$ cat src/rtl/kb_matrix_emulator_pkg.sv
// Shared types and active-low decode helpers for the keypad-matrix emulator.
package kb_matrix_emulator_pkg;

    typedef enum logic [1:0] {
        KB_IDLE  = 2'd0,
        KB_PRESS = 2'd1,
        KB_GAP   = 2'd2
    } kb_state_e;

    // Active-low one-hot with MSB = index 0, matching the DUT's scan ordering.
    function automatic logic [31:0] kb_row_onehot_n(input int unsigned idx, input int unsigned n);
        return ~(32'd1 << (n - 1 - idx));
    endfunction

    function automatic logic kb_col_match(input logic [31:0] col, input int unsigned c,
                                          input int unsigned n);
        logic [31:0] mask;
        mask = (n >= 32) ? '1 : ((32'd1 << n) - 32'd1);
        return ((col ^ kb_row_onehot_n(c, n)) & mask) == '0;
    endfunction

endpackage

$ cat src/rtl/kb_matrix_emulator_if.sv
// Command handshake between the command source and the emulator.
interface kb_matrix_emulator_if #(
    parameter int unsigned CODE_W = 4
);
    logic              cmd_valid;
    logic              cmd_ready;
    logic [CODE_W-1:0] cmd_code;
    logic              cmd_is_ok;

    modport master (output cmd_valid, output cmd_code, output cmd_is_ok, input cmd_ready);
    modport slave  (input cmd_valid, input cmd_code, input cmd_is_ok, output cmd_ready);
endinterface

$ cat src/rtl/kb_matrix_emulator_sync_fifo.sv
// Show-ahead synchronous FIFO with level output and synchronous clear.
module sync_fifo #(
    parameter int unsigned WIDTH = 5,
    parameter int unsigned DEPTH = 8
) (
    input  logic                     clk,
    input  logic                     rst_n,
    input  logic                     clr,
    input  logic                     wr_en,
    input  logic [WIDTH-1:0]         wr_data,
    input  logic                     rd_en,
    output logic [WIDTH-1:0]         rd_data,
    output logic                     full,
    output logic                     empty,
    output logic [$clog2(DEPTH):0]   level
);
    localparam int unsigned AW = $clog2(DEPTH);

    logic [WIDTH-1:0] mem [DEPTH];
    logic [AW-1:0]    wr_ptr, rd_ptr;
    logic [AW:0]      count;
    logic             do_wr, do_rd;

    assign do_wr   = wr_en && !full && !clr;
    assign do_rd   = rd_en && !empty && !clr;
    assign full    = (count == (AW+1)'(DEPTH));
    assign empty   = (count == '0);
    assign level   = count;
    assign rd_data = mem[rd_ptr];

    always_ff @(posedge clk or negedge rst_n) begin
        if (!rst_n) begin
            wr_ptr <= '0;
            rd_ptr <= '0;
            count  <= '0;
        end else if (clr) begin
            wr_ptr <= '0;
            rd_ptr <= '0;
            count  <= '0;
        end else begin
            if (do_wr) wr_ptr <= wr_ptr + AW'(1);
            if (do_rd) rd_ptr <= rd_ptr + AW'(1);
            case ({do_wr, do_rd})
                2'b10:   count <= count + (AW+1)'(1);
                2'b01:   count <= count - (AW+1)'(1);
                default: count <= count;
            endcase
        end
    end

    always_ff @(posedge clk) begin
        if (do_wr) mem[wr_ptr] <= wr_data;
    end

endmodule

$ cat src/rtl/kb_matrix_emulator.sv
// Keypad-matrix emulator: queues key/OK commands and replays them as timed
// presses answering the DUT's active-low column scan.
module kb_matrix_emulator
    import kb_matrix_emulator_pkg::*;
#(
    parameter int unsigned ROWS       = 4,
    parameter int unsigned COLS       = 4,
    parameter int unsigned HOLD_CYC   = 50,
    parameter int unsigned GAP_CYC    = 50,
    parameter int unsigned FIFO_DEPTH = 8
) (
    input  logic                         clk,
    input  logic                         rst_n,
    kb_matrix_emulator_if.slave          cmd_if,
    input  logic                         flush,
    input  logic [COLS-1:0]              keyboard_col,
    output logic [ROWS-1:0]              keyboard_row,
    output logic                         btn_ok,
    output logic                         busy,
    output logic [$clog2(FIFO_DEPTH):0]  fifo_level,
    output logic                         err_bad_code
);
    localparam int unsigned NKEYS   = ROWS * COLS;
    localparam int unsigned CODE_W  = $clog2(NKEYS);
    localparam int unsigned CNT_MAX = (HOLD_CYC > GAP_CYC) ? HOLD_CYC : GAP_CYC;
    localparam int unsigned CNT_W   = $clog2(CNT_MAX + 1);
    localparam int unsigned GAP_LD  = (GAP_CYC > 0) ? GAP_CYC - 1 : 0;

    kb_state_e         state, state_n;
    logic [CNT_W-1:0]  cnt, cnt_n;
    logic [CODE_W-1:0] cur_code, head_code;
    logic              cur_ok, cur_bad, head_ok, head_bad;
    logic              full, empty, push, pop;
    int unsigned       cur_row, cur_col;

    assign cmd_if.cmd_ready = !full && !flush;
    assign push             = cmd_if.cmd_valid && cmd_if.cmd_ready;

    sync_fifo #(
        .WIDTH (CODE_W + 1),
        .DEPTH (FIFO_DEPTH)
    ) u_fifo (
        .clk     (clk),
        .rst_n   (rst_n),
        .clr     (flush),
        .wr_en   (push),
        .wr_data ({cmd_if.cmd_is_ok, cmd_if.cmd_code}),
        .rd_en   (pop),
        .rd_data ({head_ok, head_code}),
        .full    (full),
        .empty   (empty),
        .level   (fifo_level)
    );

    assign head_bad = !head_ok && (32'(head_code) >= NKEYS);
    assign busy     = (state != KB_IDLE) || !empty;
    assign cur_row  = 32'(cur_code) / COLS;
    assign cur_col  = 32'(cur_code) % COLS;

    always_comb begin
        state_n = state;
        cnt_n   = cnt;
        pop     = 1'b0;
        if (flush) begin
            state_n = KB_IDLE;
            cnt_n   = '0;
        end else begin
            case (state)
                KB_IDLE: begin
                    if (!empty) begin
                        pop     = 1'b1;
                        state_n = KB_PRESS;
                        cnt_n   = CNT_W'(HOLD_CYC - 1);
                    end
                end
                KB_PRESS, KB_GAP: begin
                    if (cnt != '0) begin
                        cnt_n = cnt - CNT_W'(1);
                    end else if (state == KB_PRESS && GAP_CYC > 0) begin
                        state_n = KB_GAP;
                        cnt_n   = CNT_W'(GAP_LD);
                    end else if (!empty) begin
                        // End of gap (or of press when the gap is zero): chain straight into the next command.
                        pop     = 1'b1;
                        state_n = KB_PRESS;
                        cnt_n   = CNT_W'(HOLD_CYC - 1);
                    end else begin
                        state_n = KB_IDLE;
                    end
                end
                default: state_n = KB_IDLE;
            endcase
        end
    end

    always_ff @(posedge clk or negedge rst_n) begin
        if (!rst_n) begin
            state        <= KB_IDLE;
            cnt          <= '0;
            cur_code     <= '0;
            cur_ok       <= 1'b0;
            cur_bad      <= 1'b0;
            btn_ok       <= 1'b0;
            err_bad_code <= 1'b0;
        end else begin
            state <= state_n;
            cnt   <= cnt_n;
            if (pop) begin
                cur_code <= head_code;
                cur_ok   <= head_ok;
                cur_bad  <= head_bad;
            end
            btn_ok       <= (state_n == KB_PRESS) && (pop ? head_ok : cur_ok);
            err_bad_code <= pop && head_bad;
        end
    end

    always_comb begin
        keyboard_row = '1;
        if (state == KB_PRESS && !cur_ok && !cur_bad &&
            kb_col_match(32'(keyboard_col), cur_col, COLS))
            keyboard_row = ROWS'(kb_row_onehot_n(cur_row, ROWS));
    end

endmodule
$ cat src/flat_wrapper.sv
// flat-port wrapper written by rule: the top's interface ports become plain ports
module kb_matrix_emulator_flat import kb_matrix_emulator_pkg::*;
#(
    parameter int unsigned ROWS       = 4,
    parameter int unsigned COLS       = 4,
    parameter int unsigned HOLD_CYC   = 50,
    parameter int unsigned GAP_CYC    = 50,
    parameter int unsigned FIFO_DEPTH = 8
)
  (clk, rst_n, flush, keyboard_col, keyboard_row, btn_ok, busy, fifo_level, err_bad_code, cmd_if_cmd_valid, cmd_if_cmd_code, cmd_if_cmd_is_ok, cmd_if_cmd_ready);
  kb_matrix_emulator_if cmd_if_i ();
  input  logic clk;
  input  logic rst_n;
  input  logic flush;
  input  logic [COLS-1:0] keyboard_col;
  output logic [ROWS-1:0] keyboard_row;
  output logic btn_ok;
  output logic busy;
  output logic [$clog2(FIFO_DEPTH):0] fifo_level;
  output logic err_bad_code;
  input wire logic [$bits(cmd_if_i.cmd_valid)-1:0] cmd_if_cmd_valid;
  input wire logic [$bits(cmd_if_i.cmd_code)-1:0] cmd_if_cmd_code;
  input wire logic [$bits(cmd_if_i.cmd_is_ok)-1:0] cmd_if_cmd_is_ok;
  output wire logic [$bits(cmd_if_i.cmd_ready)-1:0] cmd_if_cmd_ready;
  assign cmd_if_i.cmd_valid = cmd_if_cmd_valid;
  assign cmd_if_i.cmd_code = cmd_if_cmd_code;
  assign cmd_if_i.cmd_is_ok = cmd_if_cmd_is_ok;
  assign cmd_if_cmd_ready = cmd_if_i.cmd_ready;
  kb_matrix_emulator #(.ROWS(ROWS), .COLS(COLS), .HOLD_CYC(HOLD_CYC), .GAP_CYC(GAP_CYC), .FIFO_DEPTH(FIFO_DEPTH)) u_core (.clk(clk), .rst_n(rst_n), .cmd_if(cmd_if_i), .flush(flush), .keyboard_col(keyboard_col), .keyboard_row(keyboard_row), .btn_ok(btn_ok), .busy(busy), .fifo_level(fifo_level), .err_bad_code(err_bad_code));
endmodule
$ cat config.mk
export PLATFORM = sky130hd
export DESIGN_NAME = kb_matrix_emulator_flat
export DESIGN_NICKNAME = d
export VERILOG_FILES = /design/src/rtl/kb_matrix_emulator_pkg.sv /design/src/rtl/kb_matrix_emulator_if.sv /design/src/rtl/kb_matrix_emulator_sync_fifo.sv /design/src/rtl/kb_matrix_emulator.sv /design/src/flat_wrapper.sv
export SDC_FILE = /design/constraint.sdc
export NUM_CORES = 1
export LEC_CHECK = 0
export ABC_CLOCK_PERIOD_IN_PS = 6100
export CAP_MARGIN = 20
export CORE_ASPECT_RATIO = 1.4
export CORE_MARGIN = 3
export CORE_UTILIZATION = 40
export DETAILED_ROUTE_END_ITERATION = 7
export SYNTH_ARGS = -nofsm -noshare
export SYNTH_HDL_FRONTEND = slang
export SYNTH_SLANG_ARGS = --single-unit
$ cat constraint.sdc
create_clock -name clk -period 6.1 [get_ports clk]
set_input_delay 1.83 -clock clk [delete_from_list [all_inputs] [get_ports clk]]
set_output_delay 1.83 -clock clk [all_outputs]
set_load 0.005 [all_outputs]
### Word level (Yosys, flattened, before mapping)

Memories as Yosys holds them, arrays and structs flattened.
Index checks and enable logic that the tools add are counted.

* memory bits (writable): 40
* bits in registers: 24
* output and inout bits: 12
* input bits: 13
* logic and storage cells: 77
* memories kept: 1

* equal/unequal tests: 6
* reduce and logical (&&, ||, !) cells: 24
* bitwise operators: 3
* multiplexer cells: 26
* add/subtract/negate cells: 7
* shifts and indexed selects: 2

Memory list
* u_core.u_fifo.mem: words 8, width 5, rd ports 1, clocked after memory_dff 0, wr ports 1, line kb_matrix_emulator_sync_fifo.sv:19 `logic [WIDTH-1:0] mem [DEPTH];`

Operator list (count)
* left shift 1 x 32 -> 4 bit, first input constant: 2
* logical NOT 32 bit: 1
* 2-to-1 mux 6 bit: 4
* 2-to-1 mux 3 bit: 4
* case mux 6 bit (2 select lines): 1
* logical AND 1 bit: 9
* 2-to-1 mux 1 bit: 8
* 2-to-1 mux 2 bit: 4
* 2-to-1 mux 4 bit: 2
* NOT 4 bit: 2
* case mux 4 bit (2 select lines): 1
* adder 3 x 1 -> 3 bit, second input constant: 2
* == test 2 x 1 -> 1 bit, second input constant: 3
* nonzero test 2 bit: 3
* nonzero test 3 bit: 2
* nonzero test 6 bit: 1
* subtractor 2 x 2 -> 3 bit, first input constant: 2
* subtractor 6 x 1 -> 6 bit, second input constant: 1
* adder 4 x 1 -> 4 bit, second input constant: 1
* == test 2 bit, second input constant: 2
* == test 4 bit, second input constant: 1
* logical NOT 1 bit: 4
* logical NOT 4 bit: 1
* case mux 2 bit (2 select lines): 1
* other kinds (6): 6

### Logic depth before layout (Yosys ltp)

* word-level depth: 11
* depth in mapped cells: 12
* mapped depth without buffers: 11

### Cells and area by module

Synthesis repeated with hierarchy kept, for this count alone.

* cell total of the unflattened synthesis: 234
* area total of the unflattened synthesis: 3133.0 sq um

By module, submodules not included
* sync_fifo: times used 1, sequential area each 1451.4 sq um, cells an instance 135, area each 2225.9 sq um
* kb_matrix_emulator: times used 1, sequential area each 350.3 sq um, cells an instance 99, area each 907.1 sq um

### Worst setup path before layout

No wires, ideal clock.

* path kind: in2out
* start point: input keyboard_col[1]
* end point: output keyboard_row[3]
* slack: 1.793 ns
* arrival time: 2.477 ns
* cell stages on the path: 5
* data required time: 4.270 ns
* cells stage by stage: nor3_1 -> a31oi_1 -> a21oi_1 -> nor2b_1 -> nand2b_1

* longest elaborated chain between the ends: 4

RTL lines
* start, declared: line flat_wrapper.sv:15 `input logic [COLS-1:0] keyboard_col;`
* bitwise XOR 4 bit: line kb_matrix_emulator_pkg.sv:19 `return ((col ^ kb_row_onehot_n(c, n)) & mask) == '0;`
* logical NOT 32 bit: line kb_matrix_emulator_pkg.sv:19
* logical AND 1 bit: line kb_matrix_emulator.sv:120 `if (state == KB_PRESS && !cur_ok && !cur_bad &&`
* 2-to-1 mux 4 bit: line kb_matrix_emulator.sv:120
* end, declared: line flat_wrapper.sv:16 `output logic [ROWS-1:0] keyboard_row;`

No other way between the ends.

### Final worst setup path

* start point: input keyboard_col[2]
* end point: output keyboard_row[3]

The elaborated chain is that of the path after synthesis.

==> metrics <==
status=completed; TritonCTS Buffers=9; worst flop-to-flop path startpoint=u_core.state[1]; pins over their slew limit=0; drt initial violations=91; GRT overflow=0; min Tclk post-route=5.42 ns; Syn Inst Count=238; vias in the first global route=2028; fillers=677; top_reg_cell synth=edfxtp_1; Yosys top cell area share=38.7%; Synth Area in Simple Gates=14.5%; syn nets=260; cts hold-fix bufs=0; final hold vios=0; Worst Hold Class=reg2reg; register area=1800 sq um; post-synthesis xor/xnor area fraction=1.69%; CTS root buf=clkbuf_8; dominant cells by area after synthesis=edfxtp_1 (39%), dfrtp_1 (19%), mux4_2 (7.2%), ha_1 (3.2%), mux2i_1 (2.9%); CTS resizes=0; CP max-delay cell=clkdlybuf4s50_1; synthesis-to-finish area growth=18.0%; CTS Buffer Depth=2; Final Cycle Share=88.8%; DP Cell Count=350; Post-Route WL=6.09 mm; Max VDD drop=0.000206 V; Slew @ Worst Pin=0.954 ns; final setup violation count=0; Layout Cells excl Fill=366; CTS tree=yes; clk_lat worst skew=0.34 ns; max_slew headroom=35.9%; Routed WL per cell=16.6 microns; highest fanout seen on the critical path=3; adder-cell share of the synthesized area=3.87%; Seq/Total Area, Yosys=58.0%; Post-Syn Area per Cell=13.1 sq um; critical path's top delay family=buffers and inverters; Die H=110 microns; Post-DP HPWL=4.23 mm; Pre-Repair DR Iteration Count=4; layout cells sized above 1=13.4%; clock slew at the register clock pins of the worst setup and hold paths=0.08 ns; final design utilization=49.2%; share of synthesized area spent on multiplexers=10.5%; clk sinks=64; total track usage=15.5%; Port Buffers=23; Max Fclk=0.185 GHz; critical path arrival=3.59 ns; share of flip-flops with an asynchronous set or reset=37.5%; Max Cap Violations=0; Crit Path Category=in2out; vias per inst=5.45; detailed-route via count=1995; flops & latches, synth=64; DIE AREA=8880 sq um; Detail Route Antenna Nets=0; Core Area=7450 sq um; RSZ-0062 raised after global routing=false; Post-synth EDFFs=40; CP Launch Type=primary input; first-pass GRT wire length=10.2 mm; CP peak stage delay=0.50 ns; Power Dens Cells=432 nW/um^2; routability cong.=0.810; largest family of logic cells by synthesized area=simple AND/OR/NAND/NOR gates; Antenna Diode Count=0; Buf+Inv Stages, Crit Path=2; Synth Warn #=0; H-tree levels=3; Setup Buffers After CTS=0; initial antenna violation count=0; Post-Syn Area=3110 sq um; CP Cell Sequence=clkdlybuf4s50_1 -> nor2b_1 -> o2111ai_1 -> a21oi_1 -> nor2b_1 -> nand2b_1 -> clkdlybuf4s50_1; area of the multi-input gates=1220 sq um; pin count of the biggest net entering global routing=25; crit path from=keyboard_col[2]; LEAKAGE=1.33 nW; Crit. End Element=output port; Initial Util=41.7%; I/O pin cnt=25; Setup TNS Final=0 ns; clock skew=0.00933 ns; hold_sp=u_core.cnt[0]; WP data required=4.27 ns; Yosys top cell by area=edfxtp_1; Post-route DRC=0; post-synthesis compound-gate area fraction=8.50%; count of different cell masters after synthesis=53; post-layout net count=286; Die W=80.5 microns; FP Rows=37
synthesized netlist by cell type, types with 2 or more instances:
master	n
a311oi_1	2
nor2b_1	3
nor4_1	2
ha_1	8
nor4b_1	2
nor2_1	22
a21oi_1	14
mux2i_1	9
nand2b_1	7
xnor2_1	3
clkbuf_1	4
nor3b_1	4
a211oi_1	2
edfxtp_1	40
a21o_1	3
inv_1	10
nor3_1	7
mux4_2	10
dfrtp_1	24
buf_4	2
nand2_1	13
o21ai_0	6
xor2_1	3
nand3_1	7
buf_2	2
a31oi_1	2
through the flow:
stage                     total power [mW]  hold slack (ns)  cell area [sq um]  setup slack [ns]
after global routing                  1.70            0.549               3670             0.594
after global placement                1.14            0.482               3420             0.811
after detailed placement              1.15            0.499               3420             0.686
after floorplan                       1.01            0.462               3110              1.79
after CTS                             1.60            0.513               3670             0.692
final                                 1.58            0.511               3670             0.682
state kept, by name, indices dropped and copies added (netlist names), 2 cells and up:
register / cells
u_core.u_fifo.wr_ptr: 3
u_core.u_fifo.level: 4
u_core.cnt: 6
u_core.cur_code: 4
u_core.u_fifo.rd_ptr: 3
u_core.u_fifo.mem: 40
u_core.state: 2
worst register-to-register path, delay by kind of cell, from the launching register on:
family / cells / cell delay (ns)
AOI/OAI and AO/OA: 1 / 0.19
and+or+nand+nor: 6 / 1.28
buffers and inverters: 1 / 0.08
adders and majority gates: 2 / 0.82
DFF: 1 / 0.40
muxes: 1 / 0.13
worst paths after layout:
check	end	slack (ns)	cells past startpoint
min in group asynchronous	u_core.u_fifo.level[1]	1.85	2
setup / recovery	keyboard_row[3]	0.68	7
hold / removal	u_core.cnt[0]	0.51	1
hold reg to reg	u_core.cnt[0]	0.51	1
setup reg to reg	u_core.u_fifo.level[3]	3.08	11
max in group asynchronous	u_core.cur_ok	3.99	2
where the power goes:
part           switching (mW)  total, mW  internal (mW)
clock network           0.173      0.445          0.272
logic                   0.252      0.511          0.259
registers               0.103      0.628          0.525
metal layers:
layer,global-route usage [%],part of all wire [%],vias to the layer above
met3,3.25,2.8,10
met2,25.9,53,38
met5,0,0,-
met1,19.0,43,1005
met4,7.49,1.8,0
li1,-,-,942
cells in the final DEF, fill, tap and decap left out, types with 2 or more instances in the layout:
cell / instances
a211oi_1: 2
nand3_1: 7
inv_1: 10
nor3b_1: 4
nor3_1: 7
clkdlybuf4s50_1: 23
dfrtp_1: 24
nand2_1: 13
clkbuf_8: 9
a21o_1: 3
nor4_1: 2
xnor2_1: 3
xor2_1: 3
a21oi_1: 14
bufinv_16: 3
nor2_1: 22
nand2b_1: 7
ha_1: 8
buf_4: 2
a311oi_1: 2
nor4b_1: 2
mux4_2: 10
a31oi_1: 2
clkinvlp_4: 2
mux2i_1: 9
o21ai_0: 6
nor2b_1: 3
edfxtp_1: 40
kinds of logic after synthesis:
group,after synthesis
simple gates,78
xor+xnor,6
mux,20
fa+ha+maj,9
buf+inv,20
compound gates,40
flops,64
other cells,1
layout make-up:
cell class                      instances  area share, %
Tap cell                               97           3.31
Sequential cell                        64           49.1
Inverter                               10           1.02
Clock buffer                            9           3.38
Timing Repair Buffer                   25           6.69
Multi-Input combinational cell        154           33.2
Clock inverter                          7           3.24
Power figures use the tool's default switching activity.
==> RTL edit 1: new RTL, same flow settings <==
`HOLD_CYC` is set to 50 in 2 places; all go to 100.
--- a/src/rtl/kb_matrix_emulator.sv
+++ b/src/rtl/kb_matrix_emulator.sv
@@ -5,7 +5,7 @@
 #(
     parameter int unsigned ROWS       = 4,
     parameter int unsigned COLS       = 4,
-    parameter int unsigned HOLD_CYC   = 50,
+    parameter int unsigned HOLD_CYC   = 100,
     parameter int unsigned GAP_CYC    = 50,
     parameter int unsigned FIFO_DEPTH = 8
 ) (
--- a/src/flat_wrapper.sv
+++ b/src/flat_wrapper.sv
@@ -3,7 +3,7 @@
 #(
     parameter int unsigned ROWS       = 4,
     parameter int unsigned COLS       = 4,
-    parameter int unsigned HOLD_CYC   = 50,
+    parameter int unsigned HOLD_CYC   = 100,
     parameter int unsigned GAP_CYC    = 50,
     parameter int unsigned FIFO_DEPTH = 8
 )
Check against the original RTL: same outputs for any inputs over 10 cycles, from zero or initial values and one cycle with rst_n low; that may be too few to reach the edited logic, so the function may still have changed.
==> RTL edit 1 against the unedited design <==
- first-iteration DRC count down 1.1%
- area after synthesis is 0.56% higher
- routed wire length is 0.18% higher
- setup slack worse by 0.43 ns
- cell area shrank 0.72%
- sequential cell count up 1
- clock power is 14% lower
- power down 1.5%
==> RTL edit 1: results (changes against the unedited design) <==
Detailed routing
  • Drt first-iter violations: 90 (-1.1%)
  • Vias per inst: 5.33 (-2.3%)
  • WL final: 6100 um (+0.18%)

Yosys
  • Synth Net Count: 264 (+1.5%)
  • FFs w/ async S/R, synth: 38.5% (+0.96 points)
  • Distinct cells, synth: 56 (+5.7%)
  • Syn_area_per_cell: 12.9 sq um (-1.1%)
  • Most frequent cells after synthesis: edfxtp_1, dfrtp_1, nand2_1, nor2_1, a21oi_1
  • Dominant cells by area after synthesis: edfxtp_1, dfrtp_1, mux4_2
  • Sequential fraction of the synthesis area: 58.5% (+0.48 points)

Die
  • Die X: 80.7 um (+0.25%)

Timing
  • Clock Skew: 0.0101 ns (+0.000779 ns)

Placed design
  • Post-DP HPWL: 4180 um (-1.2%)
  • Dpl cell area: 3430 sq um (+0.26%)
  • GPL Wtd Cong: 0.754 (-6.9%)
  • Placed Instances: 352 (+0.57%)

Critical path
  • R2r worst-path depth: 12 (+1)
  • CP Launch Type: primary input
  • Slowest cell on the critical path: nor4b_1
  • Crit path launch: keyboard_col[3]
  • Reg2Reg Setup Slack: 2.33 ns (-0.75 ns)
  • Reg2reg start: u_core.state[0]

Cells and area
  • Nets@finish: 288 (+0.70%)
  • Regs by FF count: u_core.u_fifo.mem (40), u_core.cnt (7)
  • Layout cells sized above 1: 13.7% (+0.27 points)

Global routing
  • Pin count of the biggest net entering global routing: 26 (+4.0%)
  • Vias in the first global route: 2042 (+0.69%)
  • First-pass GRT wire length: 10200 um (+0.47%)
  • GRT Total Usage: 15.2% (-0.26 points)

Run status
  • Status: completed

Pwr
  • Peak VDD IR: 0.203 mV (-1.6%)
RTL edit 1: worst min-delay path by stage:
stage | start | end | slack [ns] | cells after the start
floorplan | u_core.cnt[0] | u_core.cnt[0] | 0.46 | 1
global placement | u_core.state[1] | u_core.state[1] | 0.51 | 1
detailed placement | u_core.state[1] | u_core.state[1] | 0.51 | 1
CTS | u_core.state[1] | u_core.state[1] | 0.53 | 1
global route | u_core.state[1] | u_core.state[1] | 0.57 | 1
finish | u_core.state[1] | u_core.state[1] | 0.53 | 1
RTL edit 1: cell type report:
type / instances / area (sq um)
fill: 660 / 3810
sequential: 65 / 1830
multi-input combinational: 158 / 1210
timing repair buffer: 25 / 245
clock buffer: 9 / 124
tap: 97 / 121
clock inverter: 7 / 83.8
inverter: 7 / 26.3
RTL edit 1: worst max-delay path: cells and delay by family:
kind / cells / cell delay [ns]
and+or+nand+nor: 3 / 1.18
buffers and inverters: 2 / 0.94
AOI/OAI and AO/OA: 1 / 0.07
RTL edit 1: kinds of logic after synthesis:
family / count (synthesis) / synth area share, %
AND/OR/NAND/NOR: 81 / 13.9
flip-flops: 65 / 58.5
AO/OA/AOI/OAI: 44 / 9.61
buffers and inverters: 19 / 2.68
multiplexers: 17 / 9.49
adder cells (fa/ha/maj): 9 / 3.84
XOR/XNOR: 6 / 1.92
other: 1 / 0.120
RTL edit 1: through the flow:
step | setup slack (ns) | total power, uW | hold WS [ns]
4_1_cts | 0.218 | 1580 | 0.531
5_1_grt | 0.156 | 1680 | 0.566
2_1_floorplan | 1.33 | 1040 | 0.462
3_3_place_gp | 0.306 | 1190 | 0.514
3_5_place_dp | 0.224 | 1200 | 0.513
6_report | 0.248 | 1560 | 0.530
RTL edit 1: power breakdown:
group          total [uW]  internal, uW  switching, uW
sequential            638           535            103
clock                 381           197            185
combinational         541           261            280
total                1560           992            568
RTL edit 1: per-layer routing:
metal	track usage (%)	up-vias	share of wire, %	routed length, um
li1	-	961	-	-
met1	18.2	964	43	2610
met2	25.7	29	53	3260
met3	4.00	6	2.4	149
met4	5.75	0	1.4	84
met5	0	-	0	0
==> RTL edit 2: new RTL, same settings <==
Made on the original files. Register the input `keyboard_col` before use. The logic sees it one clock later. The other inputs are not delayed to match.
--- a/src/rtl/kb_matrix_emulator.sv
+++ b/src/rtl/kb_matrix_emulator.sv
@@ -25,6 +25,12 @@
     localparam int unsigned CNT_MAX = (HOLD_CYC > GAP_CYC) ? HOLD_CYC : GAP_CYC;
     localparam int unsigned CNT_W   = $clog2(CNT_MAX + 1);
     localparam int unsigned GAP_LD  = (GAP_CYC > 0) ? GAP_CYC - 1 : 0;
+
+    logic [COLS-1:0] keyboard_col_q;
+
+    always_ff @(posedge clk) begin
+        keyboard_col_q <= keyboard_col;
+    end
 
     kb_state_e         state, state_n;
     logic [CNT_W-1:0]  cnt, cnt_n;
@@ -118,7 +124,7 @@
     always_comb begin
         keyboard_row = '1;
         if (state == KB_PRESS && !cur_ok && !cur_bad &&
-            kb_col_match(32'(keyboard_col), cur_col, COLS))
+            kb_col_match(32'(keyboard_col_q), cur_col, COLS))
             keyboard_row = ROWS'(kb_row_onehot_n(cur_row, ROWS));
     end
 
Check against the original RTL: not equivalent (Yosys sat finds a counterexample within 4 cycles, from zero or initial values and one cycle with rst_n low).
==> RTL edit 2 against the unedited design <==
- routed wire length is 3.6% lower
- worst hold slack better by 0.031 ns
- via count fell by 3.9%
- fmax rose by 13%
- non-clock buffer count increased by 1
- sequential cell count increased by 4
- count of clock-buffer cells in the layout did not move
- power down 1.8%
- combinational power is 0.8% higher
- cell area decreased by 0.27%
- clock skew grew 0.0040 ns
- first-iteration DRC count is 23% higher
- setup slack improved by 0.61 ns
- area after synthesis grew 0.48%
==> RTL edit 2: results (changes against the unedited design) <==
Yosys
  • Syn_area_per_cell: 13.2 sq um (+0.91%)
  • Dominant cells by area after synthesis: edfxtp_1, dfrtp_1, mux4_2
  • Most frequent cells after synthesis: edfxtp_1, dfrtp_1, a21oi_1, nand2_1, nor2_1
  • Sequential fraction of the synthesis area: 60.3% (+2.3 points)
  • Distinct cells, synth: 44 (-17%)
  • Synth Net Count: 259 (-0.38%)

Run status
  • Status: completed

Placed design
  • GPL Wtd Cong: 0.798 (-1.5%)
  • Dpl cell area: 3450 sq um (+0.73%)
  • Post-DP HPWL: 4030 um (-4.9%)

Pwr
  • Peak VDD IR: 0.215 mV (+4.4%)
  • Static Leak: 0.00132 uW (-0.80%)

Detailed routing
  • WL met1: 2480 um (-4.6%)
  • Vias per inst: 5.24 (-3.9%)
  • Drt first-iter violations: 112 (+23%)
  • Met2 wire length: 3140 um (-2.5%)

Global routing
  • GRT met1 Usage: 17.4% (-1.6 points)
  • First-pass GRT wire length: 9600 um (-5.8%)
  • Vias in the first global route: 1938 (-4.4%)
  • Met2 usage: 24.0% (-1.9 points)
  • Met3 usage: 3.02% (-0.23 points)

Critical path
  • R2r worst-path depth: 10 (-1)
  • Reg2Reg Setup Slack: 3.29 ns (+0.21 ns)
  • Worst EP arrival: 2.98 ns (-0.61 ns)
  • Reg2reg start: u_core.state[0]

Cells and area
  • Fill cells: 659 (-2.7%)

Hold path
  • Min-delay src: u_core.cnt[5]

Timing
  • Highest clock rate: 0.208 GHz (+13%)
  • Clock Skew: 0.0134 ns (+0.00404 ns)
-- RTL edit 2: changes by cell type after synthesis, sizes merged, moves of 2 or more --
cell    delta
nand3b     +2
or4        +2
nand2      +5
or3        +2
inv        -2
a21o       -3
mux2i      +2
a31oi      +2
nor2       -8
nor4b      -3
a21oi      +3
xor2       -2
dfxtp      +4
-- RTL edit 2: layout make-up --
class | count | area (sq um) | area share [%]
sequential | 68 | 1880 | 51.5
timing repair buffer | 26 | 253 | 6.91
clock inverter | 7 | 83.8 | 2.29
multi-input combinational | 151 | 1160 | 31.8
clock buffer | 9 | 124 | 3.39
tap | 97 | 121 | 3.32
inverter | 8 | 30.0 | 0.821
-- RTL edit 2: report_power, final --
group / switching, uW / total, uW / internal, uW
clock: 187 / 383 / 196
sequential: 101 / 657 / 556
combinational: 263 / 515 / 253
-- RTL edit 2: worst register-to-register path, stage by stage (launching register included) --
cell and delay (ns):
dfrtp_1 0.43, inv_1 0.06, ha_1 0.53, a41oi_2 0.26, nor3_1 0.42, ha_1 0.35
a21oi_1 0.20, nand2_1 0.11, nor4_1 0.19, mux2i_1 0.12, nand4b_1 0.10
-- RTL edit 2: logic make-up after synthesis --
logic type / after synthesis / synth area share (%)
simple gates: 77 / 13.4
flops: 68 / 60.3
compound gates: 37 / 7.29
mux: 23 / 11.5
buf+inv: 18 / 2.44
fa+ha+maj: 9 / 3.85
xor+xnor: 4 / 1.12
other cells: 1 / 0.120
-- RTL edit 2: worst max-delay path by stage --
stage	slack, ns	startpoint	endpoint
detailed placement	1.27	flush	cmd_if_cmd_ready
floorplan	1.87	flush	cmd_if_cmd_ready
finish	1.29	flush	cmd_if_cmd_ready
CTS	1.26	flush	cmd_if_cmd_ready
global route	1.23	flush	cmd_if_cmd_ready
global placement	1.27	flush	cmd_if_cmd_ready
